<file path="src/rtl/ant_sprite_blitter.sv">
// Purpose: walks the rotated ant sprite row by row and serialises each row into clipped single-pixel framebuffer writes.
// Latency: blit takes 2305 cycles from start acceptance to the finished pulse, plus one cycle per cycle waiting for src_done.
// Backpressure: none; the framebuffer must take one write per cycle, and start is ignored unless idle.
module ant_sprite_blitter #(
    parameter int SPRITE_W = 47,
    parameter int SPRITE_H = 47,
    parameter int FB_W     = 160,
    parameter int FB_H     = 120,
    parameter int ADDR_W   = 15,
    parameter int COLOR_W  = 3
) (
    input  logic                clk,
    input  logic                reset,
    input  logic                start,
    input  logic [7:0]          pos_x,
    input  logic [6:0]          pos_y,
    input  logic [COLOR_W-1:0]  fg_color,
    input  logic                transparent,
    input  logic                src_done,
    output logic [9:0]          line_count,
    input  logic [SPRITE_W-1:0] line_data,
    output logic [ADDR_W-1:0]   fb_addr,
    output logic [COLOR_W-1:0]  fb_data,
    output logic                fb_we,
    output logic                busy,
    output logic                finished
);

    localparam int COL_W = $clog2(SPRITE_W);
    localparam int ROW_W = $clog2(SPRITE_H);

    localparam logic [COL_W-1:0] LAST_COL = COL_W'(SPRITE_W - 1);
    localparam logic [ROW_W-1:0] LAST_ROW = ROW_W'(SPRITE_H - 1);

    localparam logic [2:0] S_IDLE     = 3'd0;
    localparam logic [2:0] S_WAIT_SRC = 3'd1;
    localparam logic [2:0] S_ROW_WAIT = 3'd2;
    localparam logic [2:0] S_PIXEL    = 3'd3;
    localparam logic [2:0] S_FINISH   = 3'd4;

    logic [2:0]          r_state;
    logic [7:0]          r_pos_x;
    logic [6:0]          r_pos_y;
    logic [COLOR_W-1:0]  r_fg;
    logic                r_transp;
    logic [ROW_W-1:0]    r_row;
    logic [COL_W-1:0]    r_col;
    logic                r_wait;
    logic [SPRITE_W-1:0] r_shift;
    logic [9:0]          r_line_count;

    logic [8:0]          w_x_sum;
    logic [7:0]          w_y_sum;
    logic                w_bit;
    logic                w_in_pixel;
    logic                w_on_screen;
    logic [ADDR_W-1:0]   w_addr;

    // Screen coordinates of the current pixel; sums are widened so an
    // off-screen position never wraps back onto the visible area.
    assign w_x_sum     = 9'(r_pos_x) + 9'(r_col);
    assign w_y_sum     = 8'(r_pos_y) + 8'(r_row);
    assign w_bit       = r_shift[SPRITE_W-1];
    assign w_in_pixel  = (r_state == S_PIXEL);
    assign w_on_screen = (w_x_sum < 9'(FB_W)) && (w_y_sum < 8'(FB_H));
    assign w_addr      = ADDR_W'(ADDR_W'(w_y_sum) * ADDR_W'(FB_W) + ADDR_W'(w_x_sum));

    assign line_count = r_line_count;
    assign busy       = (r_state != S_IDLE);
    assign finished   = (r_state == S_FINISH);

    // Blit sequencer: start capture, source handshake, row fetch wait and pixel walk.
    always_ff @(posedge clk) begin
        if (reset) begin
            r_state      <= S_IDLE;
            r_pos_x      <= '0;
            r_pos_y      <= '0;
            r_fg         <= '0;
            r_transp     <= 1'b0;
            r_row        <= '0;
            r_col        <= '0;
            r_wait       <= 1'b0;
            r_shift      <= '0;
            r_line_count <= '0;
        end else begin
            case (r_state)
                S_IDLE: begin
                    if (start) begin
                        r_pos_x      <= pos_x;
                        r_pos_y      <= pos_y;
                        r_fg         <= fg_color;
                        r_transp     <= transparent;
                        r_row        <= '0;
                        r_col        <= '0;
                        r_line_count <= '0;
                        r_state      <= S_WAIT_SRC;
                    end
                end
                S_WAIT_SRC: begin
                    if (src_done) begin
                        r_wait  <= 1'b0;
                        r_state <= S_ROW_WAIT;
                    end
                end
                S_ROW_WAIT: begin
                    // Two cycles: the rotator samples line_count on the first
                    // edge and its registered row is valid on the second.
                    if (!r_wait) begin
                        r_wait <= 1'b1;
                    end else begin
                        r_wait  <= 1'b0;
                        r_shift <= line_data;
                        r_col   <= '0;
                        r_state <= S_PIXEL;
                    end
                end
                S_PIXEL: begin
                    // MSB is the leftmost column, so shift left each pixel.
                    r_shift <= r_shift << 1;
                    if (r_col == LAST_COL) begin
                        if (r_row != LAST_ROW) begin
                            r_row        <= r_row + 1'b1;
                            r_line_count <= 10'(r_row) + 10'd1;
                            r_wait       <= 1'b0;
                            r_state      <= S_ROW_WAIT;
                        end else begin
                            r_state <= S_FINISH;
                        end
                    end else begin
                        r_col <= r_col + 1'b1;
                    end
                end
                S_FINISH: begin
                    r_state <= S_IDLE;
                end
                default: begin
                    r_state <= S_IDLE;
                end
            endcase
        end
    end

    // Framebuffer write port: one pixel per PIXEL cycle, clipped and optionally transparent.
    always_comb begin
        fb_we   = 1'b0;
        fb_addr = '0;
        fb_data = '0;
        if (w_in_pixel) begin
            fb_addr = w_addr;
            fb_data = w_bit ? r_fg : '0;
            fb_we   = w_on_screen && (w_bit || !r_transp);
        end
    end

endmodule

</file>
<file path="config.mk">
export PLATFORM = sky130hd
export DESIGN_NAME = ant_sprite_blitter
export DESIGN_NICKNAME = d
export VERILOG_FILES = /design/src/rtl/ant_sprite_blitter.sv
export SDC_FILE = /design/constraint.sdc
export NUM_CORES = 1
export LEC_CHECK = 0
export ABC_AREA = 1
export CAP_MARGIN = 40
export CORE_AREA = 8 8 99 110
export CTS_CLUSTER_DIAMETER = 50
export DETAILED_ROUTE_END_ITERATION = 6
export DIE_AREA = 0 0 107 118
export DONT_BUFFER_PORTS = 1
export PLACE_DENSITY_LB_ADDON = 0.12
export SLEW_MARGIN = 25
export SYNTH_ARGS = -nofsm -noshare
export SYNTH_HDL_FRONTEND = slang
export SYNTH_SLANG_ARGS = --single-unit
</file>
<file path="constraint.sdc">
create_clock -name clk -period 5.2 [get_ports clk]
set_clock_uncertainty 0.2 [all_clocks]
set_input_delay 1.56 -clock clk [delete_from_list [all_inputs] [get_ports clk]]
set_output_delay 1.56 -clock clk [all_outputs]
set_load 0.1 [all_outputs]
</file>
* Yosys cells after proc, flatten, opt, wreduce, memory -nomap -nowiden
Index checks and enable logic that the tools add are counted.
** Operators by class
- $lt $le $gt $ge :: 2
- Multiplexer cells :: 28
- $add $sub $neg :: 6
- Multipliers :: 1
- Reductions and logical operators :: 16
- Eq/ne operators :: 12
** Operators with widths (number)
- $pmux W47 S2 :: 1
- $mux W47 :: 1
- $mux W10 :: 3
- $mux W6 :: 5
- $mux W3 :: 7
- $pmux W10 S2 :: 1
- $pmux W6 S3 :: 1
- $reduce_and A4 Y1 :: 4
- $add A15 B9 Y15 :: 1
- $mux W15 :: 1
- $add A6 B1 Y6 const B :: 2
- $pmux W3 S4 :: 1
- $pmux W6 S2 :: 1
- $mul A8 B3 Y10 const B :: 1
- $add A8 B6 Y9 :: 1
- $lt A9 B8 Y1 const B :: 1
- $reduce_bool A3 Y1 :: 3
- $add A7 B6 Y8 :: 1
- $lt A8 B7 Y1 const B :: 1
- $ne A2 B2 Y1 const B :: 4
- $add A6 B1 Y7 const B :: 1
- $eq A3 B2 Y1 const B :: 2
- $eq A6 B6 Y1 const B :: 1
- $ne A6 B6 Y1 const B :: 1
- 11 further kinds :: 19
** Word-level totals
- Output and inout bits :: 31
- Register bits :: 92
- Word-level logic and storage cells :: 75
- Input port bits :: 70

* Logic depth before layout (Yosys ltp)
- Depth in word-level cells :: 5
- Mapped depth :: 21
- Mapped depth without buffers :: 21

* Worst setup path after synthesis
Ideal clock, no wire load.
- Path kind :: register -> output
- Start point :: reg r_row[2]
- End point :: out fb_addr[12]
- Arrival time :: 5.502 ns
- Path buffers :: 0
- Stages on the path, launching flop included :: 17
- Path slack :: -2.062 ns
- Required time :: 3.440 ns
- Cells stage by stage :: dfxtp_1 > ha_1 > nand2_1 > nand2_1 > a31o_2 > xor2_1 > inv_1 > ha_1 > ha_1 > inv_1 > fa_1 > nor2_1 > nand4_1 > nand3_1 > nand2_1 > o21a_1 > nor3_1
** Between the ends
- Cells in the longest elaborated chain, start to end :: 4
** RTL lines
- start: declaration :: line 46 : logic [ROW_W-1:0] r_row;
- start signal: assignment :: line 122 : r_row <= r_row + 1'b1;
- $add A7 B6 Y8 :: line 62 : assign w_y_sum = 8'(r_pos_y) + 8'(r_row);
- $mul A8 B3 Y10 :: line 66 : assign w_addr = ADDR_W'(ADDR_W'(w_y_sum) * ADDR_W'(FB_W) + ADDR_W'(w_x_sum));
- $add A15 B9 Y15 :: line 66
- $mux W15 :: line 148 : if (w_in_pixel) begin
- end: declaration :: line 22 : output logic [ADDR_W-1:0] fb_addr,
No other way between the ends.

* Final worst setup path
- Start point :: reg r_pos_y[2]
- End point :: out fb_addr[14]
** Between the ends
- Cells in the longest elaborated chain, start to end :: 4
** RTL lines
- start: declaration :: line 43 : logic [6:0] r_pos_y;
- start signal: assignment :: line 90 : r_pos_y <= pos_y;
- $add A7 B6 Y8 :: line 62
- $mul A8 B3 Y10 :: line 66
- $add A15 B9 Y15 :: line 66
- $mux W15 :: line 148
No other way between the ends.

==> impl_metrics.yaml <==
synthesis:
  netlist_instances: 662
  async_flop_share_pct: 0
  synth.distinct_cells: 45
  yosys-top-cells-area: "dfxtp_1 34%, nand2_1 12%, ha_1 7.7%"
  synthFlopType: "dfxtp_1"
  synth_warnings: 0
  syn_avg_cell_area_sq_um: 7.33
  synth-seq-area-share_pct: 34.3
  yosysTopAreaCellShare_pct: 34.3
  syn-cell-area_sq_um: 4850
  synth_edf_count: 0
  synth_top_cell_by_area: "dfxtp_1"
  synth_seq_cells: 83
  synthTopCellsByCount: "158 x nand2_1, 83 x dfxtp_1, 73 x nand3_1, 51 x inv_1"
  synth.most_common_cell: "nand2_1"
routing:
  drt_iter0_drc: 164
  drc_errors: 0
  wirelength_um: 12900
  drt-wirelength-per-cell_um: 16.0
  drt_first_pass_iters: 4
  antenna_left: 0
  via_count: 4573
  drt-vias-per-instance: 5.69
clocking:
  cts_tree: "yes"
  insertion_delay_ns: 0.35
  clockBufferDepth: 2
  cts-htree-levels: 3
  cts_made_buffers: 9
  cts_root_buf: "clkbuf_8"
  clock_sinks: 83
  path_clk_slew_ns: 0.08
floorplanning:
  fp.coreArea_sq_um: 9120
  dieArea_sq_um: 12600
  io_pins: 101
  rows: 37
  initial_core_util_pct: 53.2
  die_w_um: 107
  die_h_um: 118
sta:
  worstMarginPinSlew_ns: 0.826
  maxSlewViolCount: 0
  min_period_ns: 5.39
  finalHoldViolations: 0
  max-slew-margin-rel_pct: 44.9
  setup_slack_ns: -0.186
  fmax_mhz: 186
  rsz0062_at_grt: "true"
  fin_crit_sh_pct: 104
  setup_tns_ns: -0.250
  finalHoldWorstSlack_ns: 0.270
  setup_viol: 3
power_and_ir_drop:
  seq_power_share_pct: 34.1
  p_leak_nw: 2.26
  totalPowerFinal_mw: 2.32
  power_density_nw_per_um2: 399
  peakVddDrop_mv: 0.196
  p_sw_mw: 1.08
  switching_share_pct: 46.5
  p_comb_share_pct: 48.6
  p_int_mw: 1.24
  clockPowerShare_pct: 17.3
critical_path:
  required_ns: 3.44
  crit_chain: "ha_4 -> nand2_2 -> nand2_2 -> a31o_4 -> xor2_1 -> inv_1 -> ha_4 -> ha_4 -> inv_2 -> fa_2 -> nor2_4 -> nand4_1 -> nand3_2 -> nand2_2 -> nor3_4 -> nand3_2 -> nand2_1 -> nand2_2 -> nor2_4 -> buf_12"
  crit_path_frequent_cell: "nand2_2"
  worstSetupStartpointType: "flop"
  cp_num_buf_inv: 3
  slowest_stage: "fa_2"
  cp_max_fo: 4
  crit_family: "adder cells"
  arrival_ns: 3.63
  path_class: "reg -> out"
  cpPeakStageDelay_ns: 0.51
  endpoint_kind: "output pin"
global_routing:
  grt_max_degree: 59
  antenna_found_initial: 1
  first_global_vias: 4425
  overflow: 0
  grt_pass1_wl_um: 20900
  grt.total_usage_pct: 20.2
status:
  status: "complete, but fails checks"
  violations: "negative setup slack"
final_layout:
  num_antenna_cells: 0
  fin_util_pct: 63.9
  area.growth.synth_to_final_pct: 20.1
  drive_gt1_share_pct: 22.9
  nFillCells: 777
  finalNetCount: 785
placed_design:
  place_hpwl_um: 9030
  routabilityCongestion: 0.897
  io_buffers: 0
run:
  cap_violations: 0
worst_hold_path:
  hold_class: "reg -> reg"
==> power groups by stage <==
stage	sequential [mW]	combinational (mW)	clock, mW
floorplan	0.833	0.792	0
global placement	0.795	0.995	0
detailed placement	0.798	1.01	0
CTS	0.791	1.07	0.413
global route	0.804	1.24	0.439
finish	0.793	1.13	0.401
==> stage by stage <==
stage | cell area [sq um] | setup slack [ns] | std cells
2_1_floorplan | 4960 | -0.269 | 664
3_3_place_gp | 5360 | 0.102 | 777
3_5_place_dp | 5380 | -0.00461 | 778
4_1_cts | 5700 | -0.0979 | 802
5_1_grt | 5830 | -0.349 | 803
6_report | 5830 | -0.186 | 803
==> final timing paths <==
check	cells past startpoint	startpoint	to	slack [ns]
min reg2reg	2	r_shift[19]	r_shift[19]	0.27
min	2	r_shift[19]	r_shift[19]	0.27
max	20	r_pos_y[2]	fb_addr[14]	-0.19
max reg2reg	10	r_state[0]	r_row[4]	2.80
==> metal layers <==
layer | vias up | track usage (%) | part of all wire, %
met3 | 24 | 5.97 | 7.2
met5 | - | 0 | 0.078
met4 | 2 | 8.19 | 1.9
met1 | 2120 | 22.8 | 40
met2 | 147 | 34.2 | 51
li1 | 2280 | - | -
==> worst reg2reg max path, cell delays in order, from the launching register on <==
cell     delay (ns)
dfxtp_1        0.36
inv_2          0.08
nand2_4        0.09
nor2_4         0.33
nand2_2        0.43
nand2_2        0.25
nand2_4        0.11
nor3_4         0.18
nand2_1        0.09
nor2_1         0.13
nor3b_2        0.05
==> registers in the layout, summed over array words and instances, names as in the netlist <==
name	flops
r_pos_x	8
r_shift	47
r_state	3
r_fg	3
line_count	2
r_pos_y	7
r_wait	1
r_row	5
r_col	6
r_transp	1
==> final cells by class <==
type	instances	area, sq um	share of cell area (%)
well taps	117	146	2.51
clock inverters	5	28.8	0.494
repair buffers	40	468	8.03
inverters	58	223	3.82
multi-input cells	489	3150	54.0
clock buffers	11	131	2.25
flip-flops and latches	83	1680	28.9
==> cell usage in the layout, fill, tap and decap left out, drive strengths merged <==
| master | n |
|---|---|
| clkinv | 3 |
| nand3b | 3 |
| nand4 | 4 |
| ha | 30 |
| a31oi | 41 |
| clkbuf | 14 |
| o221ai | 9 |
| buf | 37 |
| o22ai | 1 |
| xor2 | 6 |
| and3 | 3 |
| nor3b | 5 |
| a21oi | 43 |
| or3 | 1 |
| a211oi | 2 |
| nand3 | 74 |
| dfxtp | 83 |
| fa | 4 |
| o21a | 1 |
| clkinvlp | 1 |
| inv | 59 |
| nor2 | 46 |
| nand2 | 170 |
| nor3 | 14 |
| o211ai | 2 |
| a311oi | 1 |
| a21o | 1 |
| a31o | 2 |
| conb | 3 |
| nor4 | 1 |
| xnor2 | 3 |
| o21ai | 19 |
==> repair_timing <==
item / in CTS / in global routing
resized for setup: 18 / 29
endpoints found under the hold margin: 0 / 0
pin swaps: 11 / 14
setup buffers: 8 / 1
hold buffers: 0 / 0
setup endpoints to repair: 4 / 7
==> cell families after synthesis <==
logic type                 Yosys count  share of synthesized area, %
DFF                                 83                          34.3
AOI/OAI and AO/OA                  122                          15.1
buffers and inverters               92                          8.10
other                                1                        0.0773
adders and majority gates           34                          9.39
xor gates and xnor gates             9                          1.63
and+or+nand+nor                    321                          31.4
(Power assumes the default switching activity.)
